--- src/rtl/npu_fp_pkg.sv ---
// Shared FP16 definitions for NPU datapath units that move or share FP16 operands.
package npu_fp_pkg;

  localparam int          FP16_W    = 16;
  localparam logic [15:0] FP16_ZERO = 16'h0000;
  localparam logic [15:0] FP16_ONE  = 16'h3C00;

  // Bit offset of requester i's operand inside a flattened operand bus.
  function automatic int req_slice(input int i);
    return FP16_W * i;
  endfunction

endpackage

--- src/rtl/rr_arbiter.sv ---
// Combinational round-robin arbiter: first asserted request at or after ptr, wrapping.
module rr_arbiter #(
  parameter int N  = 4,
  parameter int IW = $clog2(N)
) (
  input  logic [N-1:0]  req,
  input  logic [IW-1:0] ptr,
  output logic [N-1:0]  gnt,
  output logic [IW-1:0] gnt_idx
);

  always_comb begin
    gnt     = '0;
    gnt_idx = '0;
    for (int k = 0; k < N; k++) begin
      if (gnt == '0 && req[(int'(ptr) + k) % N]) begin
        gnt[(int'(ptr) + k) % N] = 1'b1;
        gnt_idx                  = IW'((int'(ptr) + k) % N);
      end
    end
  end

endmodule

--- src/rtl/fp16_add_arbiter.sv ---
// Shares one fixed-latency FP16 adder among NUM_REQ requesters, routing each sum
// back to its issuer via a tag pipeline aligned with the adder latency.
module fp16_add_arbiter
  import npu_fp_pkg::*;
#(
  parameter int NUM_REQ = 4,
  parameter int ADD_LAT = 2
) (
  input  logic                  clk,
  input  logic                  rst,
  input  logic [NUM_REQ-1:0]    req_valid,
  input  logic [16*NUM_REQ-1:0] req_a,
  input  logic [16*NUM_REQ-1:0] req_b,
  output logic [NUM_REQ-1:0]    req_ready,
  output logic [NUM_REQ-1:0]    rsp_valid,
  output logic [15:0]           rsp_result,
  output logic                  add_valid,
  output logic [15:0]           add_a,
  output logic [15:0]           add_b,
  input  logic [15:0]           add_result,
  output logic                  busy
);

  localparam int IW = $clog2(NUM_REQ);

  logic [NUM_REQ-1:0]        pending, elig, gnt, retire;
  logic [IW-1:0]             gnt_idx, rr_ptr;
  logic                      hs;
  // Stage 0 is the issue stage (add_valid); stage ADD_LAT lines up with add_result.
  logic [ADD_LAT:0]          vld_pipe;
  logic [ADD_LAT:0][IW-1:0]  tag_pipe;

  assign elig = req_valid & ~pending;

  rr_arbiter #(.N(NUM_REQ), .IW(IW)) u_arb (
    .req     (elig),
    .ptr     (rr_ptr),
    .gnt     (gnt),
    .gnt_idx (gnt_idx)
  );

  assign req_ready = gnt;
  assign hs        = |(req_valid & gnt);
  assign add_valid = vld_pipe[0];

  always_comb begin
    retire = '0;
    if (vld_pipe[ADD_LAT]) retire[tag_pipe[ADD_LAT]] = 1'b1;
  end

  always_ff @(posedge clk or posedge rst) begin
    if (rst) begin
      pending    <= '0;
      rr_ptr     <= '0;
      vld_pipe   <= '0;
      tag_pipe   <= '0;
      add_a      <= FP16_ZERO;
      add_b      <= FP16_ZERO;
      rsp_valid  <= '0;
      rsp_result <= FP16_ZERO;
      busy       <= 1'b0;
    end else begin
      vld_pipe[0] <= hs;
      if (hs) begin
        tag_pipe[0] <= gnt_idx;
        add_a       <= req_a[req_slice(int'(gnt_idx)) +: FP16_W];
        add_b       <= req_b[req_slice(int'(gnt_idx)) +: FP16_W];
        rr_ptr      <= (gnt_idx == IW'(NUM_REQ - 1)) ? '0 : gnt_idx + IW'(1);
      end
      for (int k = 1; k <= ADD_LAT; k++) begin
        vld_pipe[k] <= vld_pipe[k-1];
        tag_pipe[k] <= tag_pipe[k-1];
      end
      rsp_valid <= retire;
      if (vld_pipe[ADD_LAT]) rsp_result <= add_result;
      // A retiring requester is never granted in the same cycle, so the order is safe.
      pending <= (pending & ~retire) | (hs ? gnt : '0);
      busy    <= |pending;
    end
  end

endmodule

--- config.mk ---
export PLATFORM = sky130hd
export DESIGN_NAME = fp16_add_arbiter
export DESIGN_NICKNAME = d
export VERILOG_FILES = /design/src/rtl/npu_fp_pkg.sv /design/src/rtl/rr_arbiter.sv /design/src/rtl/fp16_add_arbiter.sv
export SDC_FILE = /design/constraint.sdc
export NUM_CORES = 1
export LEC_CHECK = 0
export ABC_AREA = 1
export ABC_CLOCK_PERIOD_IN_PS = 3600
export BUFFER_PORTS_ARGS = -buffer_cell sky130_fd_sc_hd__buf_2
export CAP_MARGIN = 20
export CORE_ASPECT_RATIO = 1.1
export CORE_UTILIZATION = 30
export CTS_CLUSTER_SIZE = 10
export DETAILED_ROUTE_END_ITERATION = 8
export RECOVER_POWER = 100
export SYNTH_ARGS = -nofsm -noshare
export SYNTH_HDL_FRONTEND = slang
export SYNTH_SLANG_ARGS = --single-unit
--- constraint.sdc ---
create_clock -name clk -period 3.6 [get_ports clk]
set_input_delay 0.9 -clock clk [delete_from_list [all_inputs] [get_ports clk]]
set_output_delay 0.9 -clock clk [all_outputs]
set_load 0.01 [all_outputs]
==> results of run 1 <==
==> kinds of logic after synthesis <==
logic type,after synthesis,share of synthesized area
AND/OR/NAND/NOR,477,0.4402
buffers and inverters,193,0.1703
flip-flops,68,0.3489
AO/OA/AOI/OAI,13,0.02001
adder cells (fa/ha/maj),8,0.02052
==> state kept, by name (all words and copies together), names as in the netlist <==
register and count:
busy 1, add_b 16, rsp_valid 4, rr_ptr 2, vld_pipe 3, tag_pipe 6
pending 4, add_a 16, rsp_result 16
==> how the worst max path moves through the flow <==
stage / start / end / slack [ns] / depth (start not counted)
floorplan: rr_ptr[1]$_DFFE_PP0N_ / req_ready[2] / 0.46 / 16
detailed placement: req_valid[3] / add_b[12]$_DFFE_PP0N_ / -0.03 / 18
global placement: req_valid[3] / add_b[12]$_DFFE_PP0N_ / -0.008 / 18
CTS: rr_ptr[0]$_DFFE_PP0N_ / req_ready[0] / 0.01 / 12
global route: rr_ptr[0]$_DFFE_PP0N_ / req_ready[3] / -0.03 / 12
finish: rr_ptr[0]$_DFFE_PP0N_ / req_ready[1] / 0.15 / 12
==> cell type report <==
class,count,area (sq um)
Clock buffer,12,246.5
Clock inverter,4,25.02
Fill cell,1743,9435
Inverter,153,580.6
Multi-Input combinational cell,498,2390
Sequential cell,68,1702
Tap cell,200,250.2
Timing Repair Buffer,227,1166
==> synthesized netlist by cell type (6+ instances only) <==
master   number
nand2_1     263
nand3_1     181
inv_1       146
dfrtp_1      68
buf_2        21
buf_4        10
ha_1          8
o21ai_0       8
nand3_2       7
nor2_1        7
nand2_2       6
==> power groups by stage <==
stage	clock, uW	combinational, uW	sequential [uW]
floorplan	0	72.5	778
global placement	0	168	778
detailed placement	0	168	778
CTS	840	168	765
global route	867	191	764
finish	803	163	765
==> critical path: stages, from the launching register on <==
cell and delay (ns):
dfrtp_1 0.42, buf_4 0.20, ha_1 0.28, o31ai_4 0.28
nand3_1 0.14, nand2_2 0.11, nor2_2 0.05, nand4_1 0.12
nand2_2 0.11, nor2_8 0.18, nand3_2 0.10, nand2_2 0.10
buf_2 0.14
==> layer usage <==
| layer | wire [um] | GRT usage | share of wire |
|---|---|---|---|
| met5 | 0 | 0 | 0 |
| met3 | 845 | 0.04125 | 0.057 |
| met2 | 7068 | 0.3191 | 0.48 |
| met1 | 6669 | 0.2157 | 0.45 |
| met4 | 268 | 0.06693 | 0.018 |
==> metrics by stage <==
stage | setup slack (ns) | cells | setup TNS (ns) | instance area [sq um]
finish | 0.1461 | 1162 | 0 | 6360
global route | -0.03085 | 1162 | -0.07634 | 6360
CTS | 0.01020 | 1159 | 0 | 6400
detailed placement | -0.02877 | 1143 | -0.03674 | 6116
global placement | -0.007671 | 1143 | -0.007671 | 6116
floorplan | 0.4582 | 759 | 0 | 4877
==> timing repair <==
item	4_1_cts	5_1_grt
pin swaps	0	4
gates resized for setup	2	8
endpoints found under the setup margin	4	40
buffers inserted	0	3
==> out/results.tsv, run 1 <==
metric	value	unit
status	finished, violations left	
failing checks	max-capacitance violations, max-slew violations	
path category of the worst min-delay check	flip-flop to flip-flop	
worst r2r path cells	15	
routed via count	5173	
first-pass GRT wire length	23480	um
RR Startpoint	rr_ptr[0]$_DFFE_PP0N_	
HPWL after detailed placement	10820	um
Final Util	0.4026	
R2R setup slack	0.32	ns
Final Skew	0.006364	ns
# DRC	0	
Max clock buf depth	2	
Crit Path Max Fanout	12	
die area	16770	sq um
CTS tree	yes	
layout cell share with drive strength beyond 1	0.2370	
vias per cell	4.452	
fin. max-slew vios	38	
starting density of the core	0.3088	
vias in the first global route	4751	
hold_buf cts	0	
Die H	135.7	um
Combinational Power Share	0.094	
WP data required	2.70	ns
Int Power	1335	uW
slew margin rel.	-0.1285	
#FFs+latches synth	68	
# clock sinks	68	
average cell area after synthesis	6.426	sq um
GRT Util Overall	0.1826	
largest area contributor in the netlist	dfrtp_1	
Die Wd	123.6	um
clock buffer count from CTS	9	
total power	1731	uW
Mapped Cells	759	
H-tree Lvls	3	
Total Wirelength	14850	um
total gr overflow	0	
pin count of the biggest net entering global routing	48	
syn nets	917	
Reg clk slew, reported paths	0.05	ns
Async SR Flop Fraction	1.000	
reg2reg end	add_b[13]$_DFFE_PP0N_	
post-synthesis cell area	4877	sq um
synth warn	0	
Worst Tran Pin Value	1.684	ns
Seq pwr share	0.442	
Worst-Skew Late Latency	0.33	ns
Post-synth EDFFs	0	
net switching power figure	395.9	uW
Setup crit start kind	flip-flop	
Worst Setup End Kind	primary output	
Hold Path Stages	0	
top-area cell type share of the netlist area	0.3489	
final hold vios	0	
peak supply drop	200.9	uV
hold_ws	0.3440	ns
Pwr per Cell Area	272.2	nW/um^2
antenna violations before repair	0	
CP Class	flip-flop to primary output	
# diodes	0	
fin crit period	3.454	ns
fmax	289.5	MHz
Nets	1115	
period utilization	0.9594	
Leak	0.003788	uW
commonest cells after routing, fill and taps aside	257 x nand2_1, 180 x nand3_1, 153 x buf_2, 144 x inv_1, 68 x dfrtp_1	
RePlAce Congestion	0.8904	
Main synth FF type	dfrtp_1	
Port Buf Inserts	207	
Seq/Total Area, Yosys	0.3489	
I/O pins	208	
CTS root buf	clkbuf_16	
commonest non-fill, non-tap cell in the layout	nand2_1	
unique cell type count in the Yosys netlist	27	
post-DR wirelength/cell	12.78	um
hold endpoint	tag_pipe[5]$_DFF_PP0_	
total of max-cap violations	1	
Worst EP arrival	2.55	ns
DRT Pass-1 Iters	5	
num rows	48	
total core area	15800	sq um
switch share	0.2287	
Hold Crit Start	tag_pipe[3]$_DFF_PP0_	
top cells by area, synth	dfrtp_1 35%, nand2_1 20%, nand3_1 19%, inv_1 11%, buf_2 2.2%	
P&R area growth vs syn	30.40	%
Clock Power Share	0.464	
Detailed Route Iter0 Violations	252	
Antenna Nets Post-Route	0	
Setup Viol. Count Final	0	
Note: power is estimated with default switching activity, not from simulation.
==> run 2: changes to the inputs <==
--- a/config.mk
+++ b/config.mk
@@ -16,4 +16,5 @@
 export RECOVER_POWER = 100
 export SYNTH_ARGS = -nofsm -noshare
 export SYNTH_HDL_FRONTEND = slang
+export SYNTH_HIERARCHICAL = 1
 export SYNTH_SLANG_ARGS = --single-unit
==> run 2 against run 1 <==
  * The flow still finishes with violations (max-capacitance violations, max-slew violations)
  * Sequential share of layout area about the same
  * First-iteration DRC count decreased by 29%
  * Worst hold slack improved by 0.0026 ns
  * Combinational power grew 3%
  * Register-to-register slack better by 0.04 ns
  * Critical path type is now input port to primary output
  * Cell count decreased by 3.4%
  * Total power up 6.5%
  * Critical path depth up 5
  * Die area fell by 3.2%
  * Core utilization rose by 1.5 points
==> out/results.tsv, run 2 <==
metric	value	unit	change
status	finished, violations left		
failing checks	max-capacitance violations, max-slew violations		
total of max-cap violations	1		unchanged
Post-synth EDFFs	0		unchanged
syn nets	869		-5.2%
peak supply drop	204.1	uV	+1.6%
Reg clk slew, reported paths	0.06	ns	about the same
path category of the worst min-delay check	flip-flop to flip-flop		
fmax	278.8	MHz	-3.7%
Final Skew	0.008016	ns	+0.001652 ns
Antenna Nets Post-Route	0		unchanged
Top Usage Layer GRT	met2		
largest area contributor in the netlist	dfrtp_1		
top-area cell type share of the netlist area	0.3606		+0.01165
GRT Util Overall	0.1613		-0.02127
net switching power figure	443.0	uW	+12%
commonest cells after routing, fill and taps aside	291 x nand2_1, 148 x buf_2, 97 x inv_1, 69 x nand3_1, 67 x dfrtp_1		
hold_ws	0.3466	ns	+0.002614 ns
Nets	1081		-3.0%
Main synth FF type	dfrtp_1		
# DRC	0		unchanged
GR Util met1	0.1982		-0.01754
Port Buf Inserts	207		unchanged
total core area	15230	sq um	-3.6%
CP Class	input port to primary output		
Post-Route Setup TNS	0	ns	unchanged
# clock sinks	68		unchanged
most common cell in the netlist	nand2_1		
Largest regs	add_a x16, add_b x16, rsp_result x16		
Final Util	0.4174		+0.01475
fin crit period	3.586	ns	+0.1325 ns
post-route setup slack	0.01359	ns	-0.1325 ns
Worst Tran Pin Value	1.656	ns	-0.02789 ns
routed via count	4740		-8.4%
FILL cells	1636		-6.1%
layout cell share with drive strength beyond 1	0.3247		+0.08770
#FFs+latches synth	68		unchanged
final hold vios	0		unchanged
WP data required	2.70	ns	about the same
first-pass GRT wire length	20700	um	-12%
I/O pins	208		unchanged
post-synthesis cell area	4720	sq um	-3.2%
P&R area growth vs syn	34.70	%	
M3 GR Usage	0.03981		-0.001434
die area	16240	sq um	-3.2%
slew margin rel.	-0.1038		+0.02476
Max clock buf depth	2		unchanged
Worst-Skew Late Latency	0.33	ns	about the same
CTS root buf	clkbuf_16		
Setup Viol. Count Final	0		unchanged
Crit Path Max Fanout	7		-5
RePlAce Congestion	0.8043		-9.7%
vias in the first global route	4332		-8.8%
Detailed Route Iter0 Violations	179		-29%
starting density of the core	0.3099		+0.001089
Clock Power Share	0.494		+0.030
post-DR wirelength/cell	11.70	um	-8.5%
Die Wd	121.6	um	-1.6%
routing usage on met2	0.2784		-0.04065
num rows	47		-2.1%
hold_buf cts	0		unchanged
Setup crit start kind	input port		
H-tree Lvls	3		unchanged
Worst Setup End Kind	primary output		
vias per cell	4.221		-5.2%
CTS tree	yes		
Worst EP arrival	2.69	ns	+0.14 ns
switch share	0.2402		+0.01152
synth warn	6		+6
pin count of the biggest net entering global routing	40		-17%
Seq pwr share	0.414		-0.028
unique cell type count in the Yosys netlist	27		unchanged
fin. max-slew vios	29		-24%
Die H	133.6	um	-1.6%
average cell area after synthesis	6.647	sq um	+3.4%
HPWL after detailed placement	9576	um	-11%
Seq/Total Area, Yosys	0.3606		+0.01165
Mapped Cells	710		-6.5%
clock buffer count from CTS	9		unchanged
RSZ-0062 raised after global routing	yes		
top cells by area, synth	dfrtp_1 36%, nand2_1 24%, inv_1 8.3%, nand3_1 8.1%, inv_2 4.3%		
Combinational Power Share	0.091		-0.003
Async SR Flop Fraction	1.000		unchanged
antenna violations before repair	1		+1
synth cell count leaders	299 x nand2_1, 104 x inv_1, 76 x nand3_1		
commonest non-fill, non-tap cell in the layout	nand2_1		
# diodes	0		unchanged
total gr overflow	0		unchanged
pre-CTS setup slack	0.07496	ns	+0.1037 ns
Int Power	1401	uW	+5.0%
Pwr per Cell Area	290.1	nW/um^2	+6.6%
Total Wirelength	13130	um	-12%
DRT Pass-1 Iters	4		-1
period utilization	0.9962		+0.03680
Leak	0.003831	uW	+1.1%
run 2: cell types whose count changed in the layout (fill, tap and decap cells not counted), sizes merged, moves of 5 or more:
cell   change
nand3    -108
nand2     +37
mux2      +16
inv       +11
o21ai      -6
nor2       +5
run 2: cells by family (layout without fill, tap and decap cells):
logic type               count (synthesis)  count (layout)  share of synthesized area
AO/OA/AOI/OAI                           14              14                    0.02094
adder cells (fa/ha/maj)                  9               9                    0.02386
buffers and inverters                  192             409                     0.1848
flip-flops                              68              68                     0.3606
multiplexers                            17              17                    0.04030
AND/OR/NAND/NOR                        410             410                     0.3696
run 2: per-layer routing:
| layer | wire length [um] | up-vias |
|---|---|---|
| li1 | - | 2513 |
| met2 | 6364 | 166 |
| met1 | 5850 | 2052 |
| met4 | 99 | 0 |
| met3 | 819 | 9 |
| met5 | 0 | - |
run 2: worst paths after layout:
check | slack, ns | from | endpoint | cells after the start
max | 0.01 | req_valid[3] | req_ready[1] | 17
max in group asynchronous | 0.57 | rst | rr_ptr[0]$_DFFE_PP0N_ | 4
min reg2reg | 0.35 | vld_pipe[1]$_DFF_PP0_ | vld_pipe[2]$_DFF_PP0_ | 0
max reg2reg | 0.36 | rr_ptr[0]$_DFFE_PP0N_ | add_b[12]$_DFFE_PP0N_ | 21
min in group asynchronous | 0.85 | rst | rsp_result[1]$_DFFE_PP0P_ | 2
min | 0.35 | vld_pipe[1]$_DFF_PP0_ | vld_pipe[2]$_DFF_PP0_ | 0
run 2: critical path, stage by stage:
cell     delay, ns
buf_2         0.11
inv_2         0.04
nor2_1        0.04
inv_1         0.07
nand2_2       0.07
nand3_4       0.08
nand2_4       0.09
a21oi_4       0.23
nand3_2       0.10
nand2_2       0.12
inv_2         0.07
nand4_1       0.11
nand2_2       0.08
nor2_4        0.22
nand3_2       0.11
nand2_2       0.12
buf_6         0.11
run 2: what timing repair did:
item,in CTS,in global routing
endpoints found under the setup margin,1,4
pin swaps,0,21
gates resized for setup,1,37
gates cloned,0,0
buffers inserted,0,12
run 2: metrics by stage:
step / total power, uW / instance area [sq um] / instances
2_1_floorplan: 849.0 / 4720 / 710
3_3_place_gp: 945.8 / 5887 / 1094
3_5_place_dp: 948.1 / 5907 / 1095
4_1_cts: 1877 / 6223 / 1111
5_1_grt: 1939 / 6357 / 1123
6_report: 1844 / 6357 / 1123
run 2: cell type report:
| class | count | area [sq um] | share of cell area |
|---|---|---|---|
| clock inverters | 7 | 82.58 | 0.01299 |
| flip-flops and latches | 68 | 1703 | 0.2679 |
| well taps | 196 | 245.2 | 0.03858 |
| repair buffers | 232 | 1236 | 0.1945 |
| clock buffers | 9 | 225.2 | 0.03543 |
| inverters | 161 | 618.1 | 0.09722 |
| multi-input cells | 450 | 2247 | 0.3535 |
run 2: power by group through the flow:
stage | clock (uW) | sequential (uW) | combinational [uW]
finish | 912 | 764 | 168
global route | 979 | 764 | 196
CTS | 942 | 764 | 171
detailed placement | 0 | 778 | 170
global placement | 0 | 778 | 167
floorplan | 0 | 778 | 70.7
==> run 3: changes to the inputs <==
--- a/config.mk
+++ b/config.mk
@@ -6,10 +6,9 @@
 export NUM_CORES = 1
 export LEC_CHECK = 0
 export ABC_AREA = 1
-export ABC_CLOCK_PERIOD_IN_PS = 3600
+export ABC_CLOCK_PERIOD_IN_PS = 3500
 export BUFFER_PORTS_ARGS = -buffer_cell sky130_fd_sc_hd__buf_2
 export CAP_MARGIN = 20
-export CORE_ASPECT_RATIO = 1.1
 export CORE_UTILIZATION = 30
 export CTS_CLUSTER_SIZE = 10
 export DETAILED_ROUTE_END_ITERATION = 8
==> constraint.sdc (replaced) <==
create_clock -name clk -period 3.5 [get_ports clk]
set_input_delay 0.875 -clock clk [delete_from_list [all_inputs] [get_ports clk]]
set_output_delay 0.875 -clock clk [all_outputs]
set_load 0.01 [all_outputs]
==> run 3 against run 2 <==
  * The run still ends with max-capacitance violations, max-slew violations left
  * Total power up 5.3%
  * Non-clock buffer count up 8
  * Via count up 2.5%
  * Critical path depth unchanged
  * Global-route usage rose by 1.0 points
  * Worst setup slack gained 0.047 ns
  * Combinational power up 5%
  * Cell area is 1.5% higher
  * Core utilization rose by 0.56 points
  * First-iteration DRC count is 23% lower
  * Sequential cell count unchanged
  * Count of clock-buffer cells in the layout is the same
  * Largest cell class unchanged
==> out/results.tsv, run 3 (synthesis gave the netlist of run 2 again) <==
metric	value	unit	change
antenna violations before repair	0		-1
Die Wd	127.4	um	+4.8%
post-route setup slack	0.06042	ns	+0.04683 ns
CTS root buf	clkbuf_16		
total gr overflow	0		unchanged
cell chain of the critical path	buf_2 > inv_2 > nor2_2 > inv_2 > nand2_4 > nand3_4 > nand2_4 > a21oi_4 > nand3_2 > nand2_2 > nor2_4 > nand4_1 > nand2_2 > nor2_4 > nand3_2 > nand2_2 > buf_6		
Die H	127.4	um	-4.6%
Buf+Inv Stages, Crit Path	4		-1
H-tree Lvls	3		unchanged
Leak	0.003875	uW	+1.2%
clock buffer count from CTS	9		unchanged
fin. max-slew vios	29		unchanged
DRT Pass-1 Iters	4		unchanged
Setup Viol. Count Final	0		unchanged
Nets	1089		+0.74%
HPWL after detailed placement	10280	um	+7.4%
# DRC	0		unchanged
starting density of the core	0.3093		-0.0005590
status	finished, violations left		
commonest cells after routing, fill and taps aside	289 x nand2_1, 146 x buf_2, 97 x inv_1, 69 x nand3_1, 67 x dfrtp_1		
layout cell share with drive strength beyond 1	0.3326		+0.007917
met2 wire len	6665	um	+4.7%
Pwr per Cell Area	300.9	nW/um^2	+3.7%
RSZ-0062 raised after global routing	yes		
routed via count	4857		+2.5%
vias per cell	4.238		+0.41%
instance count on the critical path	17		unchanged
hold_ws	0.3460	ns	-0.0006270 ns
M1 WL	6099	um	+4.3%
met3 wire len	810	um	-1.1%
I/O pins	208		unchanged
Detailed Route Iter0 Violations	138		-23%
period utilization	0.9827		
fin crit period	3.440	ns	
commonest non-fill, non-tap cell in the layout	nand2_1		
total core area	15260	sq um	+0.18%
pre-CTS setup slack	-0.001417	ns	-0.07638 ns
Final Skew	0.005328	ns	-0.002688 ns
Worst Setup End Kind	primary output		
Worst path max stage delay	0.25	ns	+0.02 ns
Port Buf Inserts	207		unchanged
post-DR wirelength/cell	12.03	um	+2.9%
slew margin rel.	-0.04748		+0.05630
uppermost layer routed	met4		
Antenna Nets Post-Route	0		unchanged
Post-Route Setup TNS	0	ns	unchanged
GRT Util Overall	0.1714		+0.01005
# diodes	0		unchanged
peak supply drop	201.2	uV	-1.4%
Largest regs	add_a x16, add_b x16, rsp_result x16		
Worst-Skew Late Latency	0.33	ns	about the same
vias in the first global route	4568		+5.4%
Worst EP arrival	2.56	ns	-0.13 ns
worst r2r path cells	21		unchanged
num rows	45		-4.3%
Max clock buf depth	2		unchanged
first-pass GRT wire length	21940	um	+6.0%
final hold vios	0		unchanged
CP dominant cell by count	nand2_2		
Crit Path Max Fanout	5		-2
Total Wirelength	13790	um	+5.0%
# clock sinks	68		unchanged
Setup crit start kind	input port		
path category of the worst min-delay check	flip-flop to flip-flop		
fin area	6455	sq um	+1.5%
DP Area	5922	sq um	+0.25%
WP data required	2.62	ns	-0.08 ns
pin count of the biggest net entering global routing	51		+28%
total of max-cap violations	1		unchanged
fmax	290.7	MHz	
CTS tree	yes		
Crit-path slowest cell	a21oi_4		
P&R area growth vs syn	36.77	%	
failing checks	max-capacitance violations, max-slew violations		
Hold Path Stages	0		unchanged
FILL cells	1619		-1.0%
fin cells	1146		+2.0%
Worst Tran Pin Value	1.571	ns	-0.08444 ns
Reg clk slew, reported paths	0.06	ns	about the same
die area	16240	sq um	about the same
Placed Cells	1113		+1.6%
RePlAce Congestion	0.8884		+10%
CP Class	input port to primary output		
family with the most delay on the worst path	simple AND/OR/NAND/NOR gates		
## run 3: cell count changes in the layout (fill, tap and decap cells not counted), moves of 2 or more
cell and change:
buf_2 -2, buf_4 +10, nand2_2 +2, inv_6 -2, clkinv_4 +2, nand2_1 -2
## run 3: metal layers
metal  track usage  vias up
met5             0        -
met4       0.05392        0
met3       0.03057       16
met2        0.3060      176
met1        0.2081     2139
li1              -     2526
## run 3: timing repair
item / in CTS / in global routing
hold buffers: 0 / 0
pin swaps: 3 / 27
setup buffers: 6 / 12
setup endpoints to repair: 4 / 4
resized for setup: 2 / 41
## run 3: area by class of cell
cell class / instances / area [sq um] / area share
multi-input combinational: 450 / 2256 / 0.3495
sequential: 68 / 1703 / 0.2638
timing repair buffer: 240 / 1291 / 0.2000
inverter: 161 / 616.8 / 0.09556
tap: 211 / 264.0 / 0.04090
clock buffer: 9 / 225.2 / 0.03489
clock inverter: 7 / 98.84 / 0.01531
## run 3: report_power, final
group / switching [uW] / internal [uW] / total, uW
Combinational: 84.4 / 91.2 / 176
Clock: 354 / 627 / 981
Sequential: 0 / 786 / 786
Total: 438 / 1500 / 1940
## run 3: final timing paths
path                                             from                     to  slack (ns)
min in group asynchronous                         rst  add_b[11]$_DFFE_PP0N_        0.71
worst min-delay path            vld_pipe[1]$_DFF_PP0_  vld_pipe[2]$_DFF_PP0_        0.35
worst max register to register  rr_ptr[0]$_DFFE_PP0N_  add_b[13]$_DFFE_PP0N_        0.30
worst max-delay path                     req_valid[2]           req_ready[1]        0.06
worst min register to register  vld_pipe[1]$_DFF_PP0_  vld_pipe[2]$_DFF_PP0_        0.35
max in group asynchronous                         rst  rr_ptr[0]$_DFFE_PP0N_        0.75
## run 3: through the flow
| step | utilization | power [uW] |
|---|---|---|
| 5_1_grt | 0.4230 | 2039 |
| 4_1_cts | 0.4132 | 1977 |
| 3_5_place_dp | 0.3881 | 975.4 |
| 3_3_place_gp | 0.3881 | 976.9 |
| 2_1_floorplan | - | 873.3 |
| 6_report | 0.4230 | 1943 |
